<file path="src/rtl/headdrop_ctrl_pkg.sv">
// Shared definitions for the head-drop request controller.
//   - FSM state encoding (IDLE / REQ / GAP)
//   - default port count and packet-length width
//   - one-hot <-> binary conversion for 4-bit port fields
package headdrop_ctrl_pkg;

    localparam int HD_NPORT_DEF = 4;
    localparam int HD_LEN_W_DEF = 11;

    localparam logic [1:0] ST_IDLE = 2'd0;
    localparam logic [1:0] ST_REQ  = 2'd1;
    localparam logic [1:0] ST_GAP  = 2'd2;

    // Lowest set bit wins if more than one bit is set.
    function automatic logic [3:0] onehot_to_bin(input logic [3:0] oh);
        logic [3:0] b;
        b = '0;
        for (int i = 3; i >= 0; i--) begin
            if (oh[i]) b = 4'(i);
        end
        return b;
    endfunction

    // Indices above 3 yield all zeros.
    function automatic logic [3:0] bin_to_onehot(input logic [3:0] b);
        return 4'b0001 << b;
    endfunction

endpackage

</file>
<file path="src/rtl/headdrop_ctrl_rr_pick.sv">
// Combinational circular priority picker.
// Searches cand starting at index ptr, wrapping around, and grants the
// first set bit. Shared with the egress scheduler.
// Ports:
//   cand   in  N   request vector
//   ptr    in  PW  index with highest priority this cycle
//   grant  out N   one-hot grant (all zero when nothing requested)
//   valid  out 1   at least one request present
module headdrop_ctrl_rr_pick
    import headdrop_ctrl_pkg::*;
#(
    parameter int N  = HD_NPORT_DEF,
    parameter int PW = (N > 1) ? $clog2(N) : 1
) (
    input  logic [N-1:0]  cand,
    input  logic [PW-1:0] ptr,
    output logic [N-1:0]  grant,
    output logic          valid
);

    logic [PW-1:0] sel;

    always_comb begin
        grant = '0;
        valid = 1'b0;
        sel   = '0;
        for (int i = 0; i < N; i++) begin
            sel = PW'((int'(ptr) + i) % N);
            if (!valid && cand[sel]) begin
                grant[sel] = 1'b1;
                valid      = 1'b1;
            end
        end
    end

endmodule

</file>
<file path="src/rtl/headdrop_ctrl.sv">
// Head-drop issuing controller.
// Picks an over-threshold, non-empty queue in round-robin order, asks the
// queue manager to drop its head packet and reports each completed drop to
// the queue-length statistics block as a one-cycle event.
// Optional build macro HEADDROP_STATS_EN adds saturating drop counters;
// without it drop_cnt / drop_bytes are tied to zero.
// Ports:
//   clk, rstn                clock, async active-low reset
//   enable                   drops allowed (looked at only while idle)
//   bitmap, qempty           per-queue below-threshold / empty flags
//   drop_req, drop_port      request + one-hot victim to queue manager
//   drop_ack, drop_nak       queue manager response
//   drop_pkt_len             length of dropped packet, valid with ack
//   headdrop_out*            one-cycle drop event to statistics block
//   drop_timeout             one-cycle pulse when a request goes unanswered
//   drop_cnt, drop_bytes     saturating drop statistics (optional)
//
// state | meaning
// IDLE  | waiting for enable and a drop candidate
// REQ   | drop_req held for the latched victim, waiting for ack/nak/timeout
// GAP   | mandatory idle spacing after a finished or refused request
module headdrop_ctrl
    import headdrop_ctrl_pkg::*;
#(
    parameter int NPORT      = HD_NPORT_DEF,
    parameter int LEN_W      = HD_LEN_W_DEF,
    parameter int GAP_CYCLES = 4,
    parameter int TIMEOUT    = 64
) (
    input  logic             clk,
    input  logic             rstn,
    input  logic             enable,
    input  logic [NPORT-1:0] bitmap,
    input  logic [NPORT-1:0] qempty,
    output logic             drop_req,
    output logic [3:0]       drop_port,
    input  logic             drop_ack,
    input  logic             drop_nak,
    input  logic [LEN_W-1:0] drop_pkt_len,
    output logic             headdrop_out,
    output logic [3:0]       headdrop_out_port,
    output logic [LEN_W-1:0] headdrop_pkt_len_out,
    output logic             drop_timeout,
    output logic [15:0]      drop_cnt,
    output logic [31:0]      drop_bytes
);

    localparam int PW = (NPORT > 1) ? $clog2(NPORT) : 1;
    localparam int GW = (GAP_CYCLES > 1) ? $clog2(GAP_CYCLES) : 1;
    localparam int TW = $clog2(TIMEOUT);

    localparam logic [GW-1:0] GAP_LOAD = (GAP_CYCLES > 0) ? GW'(GAP_CYCLES - 1) : '0;
    localparam logic [TW-1:0] TO_LOAD  = TW'(TIMEOUT - 1);
    // A zero gap skips GAP entirely so the next request can follow at M+2.
    localparam logic [1:0]    ST_AFTER_REQ = (GAP_CYCLES == 0) ? ST_IDLE : ST_GAP;

    logic [1:0]       state;
    logic [PW-1:0]    rr_ptr;
    logic [PW-1:0]    ptr_after;
    logic [3:0]       victim_bin;
    logic [GW-1:0]    gap_cnt;
    logic [TW-1:0]    to_cnt;
    logic [NPORT-1:0] cand;
    logic [NPORT-1:0] grant;
    logic             grant_valid;
    logic [3:0]       grant_bin;

    assign cand      = ~bitmap & ~qempty;
    assign grant_bin = onehot_to_bin(4'(grant));
    assign ptr_after = (victim_bin == 4'(NPORT - 1)) ? '0 : PW'(victim_bin + 4'd1);

    headdrop_ctrl_rr_pick #(.N(NPORT), .PW(PW)) u_rr_pick (
        .cand  (cand),
        .ptr   (rr_ptr),
        .grant (grant),
        .valid (grant_valid)
    );

    always_ff @(posedge clk or negedge rstn) begin
        if (!rstn) begin
            state                <= ST_IDLE;
            rr_ptr               <= '0;
            victim_bin           <= '0;
            gap_cnt              <= '0;
            to_cnt               <= '0;
            drop_req             <= 1'b0;
            drop_port            <= '0;
            headdrop_out         <= 1'b0;
            headdrop_out_port    <= '0;
            headdrop_pkt_len_out <= '0;
            drop_timeout         <= 1'b0;
        end else begin
            headdrop_out <= 1'b0;
            drop_timeout <= 1'b0;
            case (state)
                ST_IDLE: begin
                    if (enable && grant_valid) begin
                        state      <= ST_REQ;
                        drop_req   <= 1'b1;
                        drop_port  <= 4'(grant);
                        victim_bin <= grant_bin;
                        to_cnt     <= TO_LOAD;
                    end
                end
                ST_REQ: begin
                    // ack has priority over a simultaneous nak and over the
                    // final timeout cycle.
                    if (drop_ack) begin
                        state                <= ST_AFTER_REQ;
                        gap_cnt              <= GAP_LOAD;
                        drop_req             <= 1'b0;
                        drop_port            <= '0;
                        rr_ptr               <= ptr_after;
                        headdrop_out         <= 1'b1;
                        headdrop_out_port    <= victim_bin;
                        headdrop_pkt_len_out <= drop_pkt_len;
                    end else if (drop_nak || to_cnt == '0) begin
                        state        <= ST_AFTER_REQ;
                        gap_cnt      <= GAP_LOAD;
                        drop_req     <= 1'b0;
                        drop_port    <= '0;
                        rr_ptr       <= ptr_after;
                        drop_timeout <= !drop_nak;
                    end else begin
                        to_cnt <= to_cnt - 1'b1;
                    end
                end
                ST_GAP: begin
                    if (gap_cnt == '0) state <= ST_IDLE;
                    else               gap_cnt <= gap_cnt - 1'b1;
                end
                default: state <= ST_IDLE;
            endcase
        end
    end

`ifdef HEADDROP_STATS_EN
    logic [15:0] cnt_q;
    logic [31:0] bytes_q;

    always_ff @(posedge clk or negedge rstn) begin
        if (!rstn) begin
            cnt_q   <= '0;
            bytes_q <= '0;
        end else if (headdrop_out) begin
            if (cnt_q != 16'hFFFF) cnt_q <= cnt_q + 16'd1;
            if (bytes_q > 32'hFFFF_FFFF - 32'(headdrop_pkt_len_out)) bytes_q <= '1;
            else bytes_q <= bytes_q + 32'(headdrop_pkt_len_out);
        end
    end

    assign drop_cnt   = cnt_q;
    assign drop_bytes = bytes_q;
`else
    assign drop_cnt   = '0;
    assign drop_bytes = '0;
`endif

endmodule

</file>
<file path="config.mk">
export PLATFORM = sky130hd
export DESIGN_NAME = headdrop_ctrl
export DESIGN_NICKNAME = d
export VERILOG_FILES = /design/src/rtl/headdrop_ctrl_pkg.sv /design/src/rtl/headdrop_ctrl_rr_pick.sv /design/src/rtl/headdrop_ctrl.sv
export SDC_FILE = /design/constraint.sdc
export NUM_CORES = 1
export LEC_CHECK = 0
export BUFFER_PORTS_ARGS = -buffer_cell sky130_fd_sc_hd__buf_4
export CAP_MARGIN = 20
export CORE_AREA = 5 5 78 80
export DETAILED_ROUTE_END_ITERATION = 6
export DIE_AREA = 0 0 83 85
export GPL_TIMING_DRIVEN = 0
export PLACE_DENSITY = 0.75
export SLEW_MARGIN = 5
export SYNTH_ARGS = -nofsm -noshare
export SYNTH_HDL_FRONTEND = slang
export SYNTH_SLANG_ARGS = --single-unit
</file>
<file path="constraint.sdc">
create_clock -name clk -period 2.53 [get_ports clk]
set_input_delay 0.253 -clock clk [delete_from_list [all_inputs] [get_ports clk]]
set_output_delay 0.253 -clock clk [all_outputs]
set_load 0.02 [all_outputs]
</file>
==> impl_metrics.yaml <==
worst_setup_path:
  cp_max_fo: 6
  reg2reg_from: "rr_ptr[1]"
  cp-start-kind: "flop"
  endpoint_kind: "flop"
  critPathRequiredTime_ns: 2.70
  path_buf_inv: 1
  worst_r2r_path_depth: 7
  critical_path_class: "flop to flop"
  rr_endpoint: "victim_bin[1]"
  setup.worst_path.start: "rr_ptr[1]"
  worstPathCellList: "clkinvlp_4 > ha_4 > mux4_2 > nand2_1 > a31oi_1 > a2111o_1 > a32o_1"
  slowest_stage: "mux4_2"
  cp_num_cells: 7
  critPathTopFamily: "compound AO/OA/AOI/OAI gates"
  max_stage_delay_ns: 0.56
  arrival_ns: 2.60
  ff2ff_setup_slack_ns: 0.1
drt:
  wirelength_um: 4458
  drt-pass1-iter-count: 5
  routed-via-count: 1762
  avgViaCountPerCell: 4.329
  wl_per_cell_um: 10.95
  drt-initial-drc-count: 107
  ant_nets: 0
  drc: 0
sta:
  fin_crit_sh_pct: 96.13
  setup_ws_ns: 0.09781
  clock.fmax_mhz: 411.2
  finalClockSkew_ns: 0.004523
  setup_viol_count_final: 0
  drv_slew: 0
  timing_hold_violations_final: 0
  min_period_ns: 2.432
  setup_tns_ns: 0
  rsz0062_at_grt: "no"
yosys:
  synth_edf_count: 0
  synth-seq-area-share_pct: 38.01
  avgSynthCellArea_um2: 9.861
  ys_ff_latch: 34
  synth_cell_types: 46
  async_flop_share_pct: 100.0
  postSynthCellCount: 227
  yosys_warnings: 0
  netlist_area_um2: 2238
  synth_ff_type: "dfrtp_1"
clocking:
  htree_levels: 2
  clockRootBuffer: "clkbuf_8"
  clock_path_buffers: 2
  cts_tree: "yes"
  cts.reportedPaths.clkPinSlew_ns: 0.06
  cts.sinks: 34
  clock_latency_ns: 0.28
  cts_buffers: 5
placement:
  gp_congestion: 0.7658
  placed_area_um2: 2848
  dpl.cell_count: 391
  hpwlAfterDp_um: 3588
  pre_cts_ws_ns: -0.1820
  portBuffers: 43
die:
  chipHeight_um: 85
  dieArea_um2: 7055
  die_w_um: 83
  core_area_um2: 5338
  initial_utilization_pct: 41.94
  num_rows: 27
  io_pins: 94
power_and_ir_drop:
  power.internal_mw: 1.761
  clkPwrFrac_pct: 13.5
  peakVddDrop_v: 0.0004155
  combPwrFrac_pct: 55.9
  switchingPower_mw: 1.173
  power.total_mw: 2.934
  p_leak_nw: 1.569
  power.density_nw_per_um2: 969.1
  power_frac_seq_pct: 30.6
  netSwitchingFraction_pct: 39.98
final_layout:
  final_area_um2: 3028
  final_cells: 407
  final_cell_mix: "buf_4 (100), conb_1 (50), dfrtp_1 (33)"
  n_fill_cell: 475
  num_antenna_cells: 0
  synthToLayoutAreaGrowth_pct: 35.27
  layout.cells.most_common: "buf_4"
  ff_latch_area_um2: 852.1
  drive_gt1_share_pct: 40.90
  nets: 370
  multi_input_area_um2: 1162
worst_hold_path:
  hp-class: "input port to flop"
  min_to: "drop_timeout"
  min_from: "drop_nak"
  min_path_cells: 2
grt:
  overflow: 0
  grt_max_degree: 35
  antenna_found_initial: 0
  grt_pass1_wl_um: 7210
  track_usage_pct: 12.22
  grt_pass1_vias: 1596
flow_run:
  cap_viol_max_count: 0
run_status:
  status: "completed"
-- registers in the layout (all words and copies together), names as in the netlist --
register and flops:
headdrop_pkt_len_out 11, to_cnt 6, drop_port 4, gap_cnt 2, headdrop_out_port 2, rr_ptr 2, state 2, victim_bin 2
drop_req 1, drop_timeout 1, headdrop_out 1
-- metal layers --
layer  GRT usage [%]  routed length, µm
met1           13.81               1762
met2           21.87               2353
met5               0                  0
met4           3.418                 38
met3           4.272                303
-- Yosys cell counts, types with 2 or more instances --
cell type	n	area share (%)
nor3_1	2	0.45
ha_1	12	6.7
inv_1	11	1.8
o21ai_0	7	1.6
nor2_1	14	2.3
dfrtp_1	34	38
nand3_1	7	1.6
buf_4	50	17
a211oi_1	2	0.67
xor2_1	4	1.6
or2_1	3	0.84
and2_1	2	0.56
mux4_2	4	4.0
mux2_2	13	6.5
o31ai_1	2	0.67
nand4_1	2	0.56
clkbuf_1	3	0.50
a31oi_1	3	0.84
a21o_1	2	0.67
a21oi_1	5	1.1
nand2_1	20	3.4
-- stage by stage --
stage               hold WS, ns  utilization [%]
finish                   0.1619            56.73
global route             0.1595            56.73
CTS                      0.1514            55.67
detailed placement       0.2208            53.35
global placement         0.2184            53.35
floorplan              -0.04259                -
-- power by group through the flow --
| stage | Clock, mW | Combinational, mW | Sequential, mW |
|---|---|---|---|
| after floorplan | 0 | 0.910 | 1.06 |
| after global placement | 0 | 1.47 | 0.905 |
| after detailed placement | 0 | 1.50 | 0.918 |
| after CTS | 0.407 | 1.54 | 0.902 |
| after global routing | 0.436 | 1.79 | 0.923 |
| final | 0.395 | 1.64 | 0.899 |
-- cells by family (layout without fill, tap and decap cells) --
family | after synthesis | in the layout | synth area share, %
mux | 17 | 17 | 10.56
xor+xnor | 4 | 4 | 1.565
flops | 34 | 34 | 38.01
buf+inv | 65 | 124 | 19.34
compound gates | 33 | 33 | 10.45
simple gates | 61 | 61 | 13.19
fa+ha+maj | 12 | 12 | 6.707
other cells | 1 | 50 | 0.1675
-- worst max-delay path by stage --
stage / to
after floorplan: victim_bin[1]
after global placement: victim_bin[1]
after detailed placement: victim_bin[1]
after CTS: victim_bin[1]
after global routing: victim_bin[0]
final: victim_bin[1]
-- timing repair --
action                                  CTS  global route
buffers inserted                          2             5
hold endpoints to repair                 34             0
gates resized for setup                   3             4
pin swaps                                 0             2
hold buffers                              1             0
endpoints found under the setup margin    2             2
-- final cells by class --
class | count | share of cell area (%)
multi-input combinational | 177 | 38.39
sequential | 34 | 28.14
buffer | 54 | 13.14
timing repair buffer | 51 | 12.73
tap | 72 | 2.975
clock buffer | 7 | 2.851
inverter | 11 | 1.612
clock inverter | 1 | 0.1653
No activity file was read; power rests on OpenSTA's default activity.
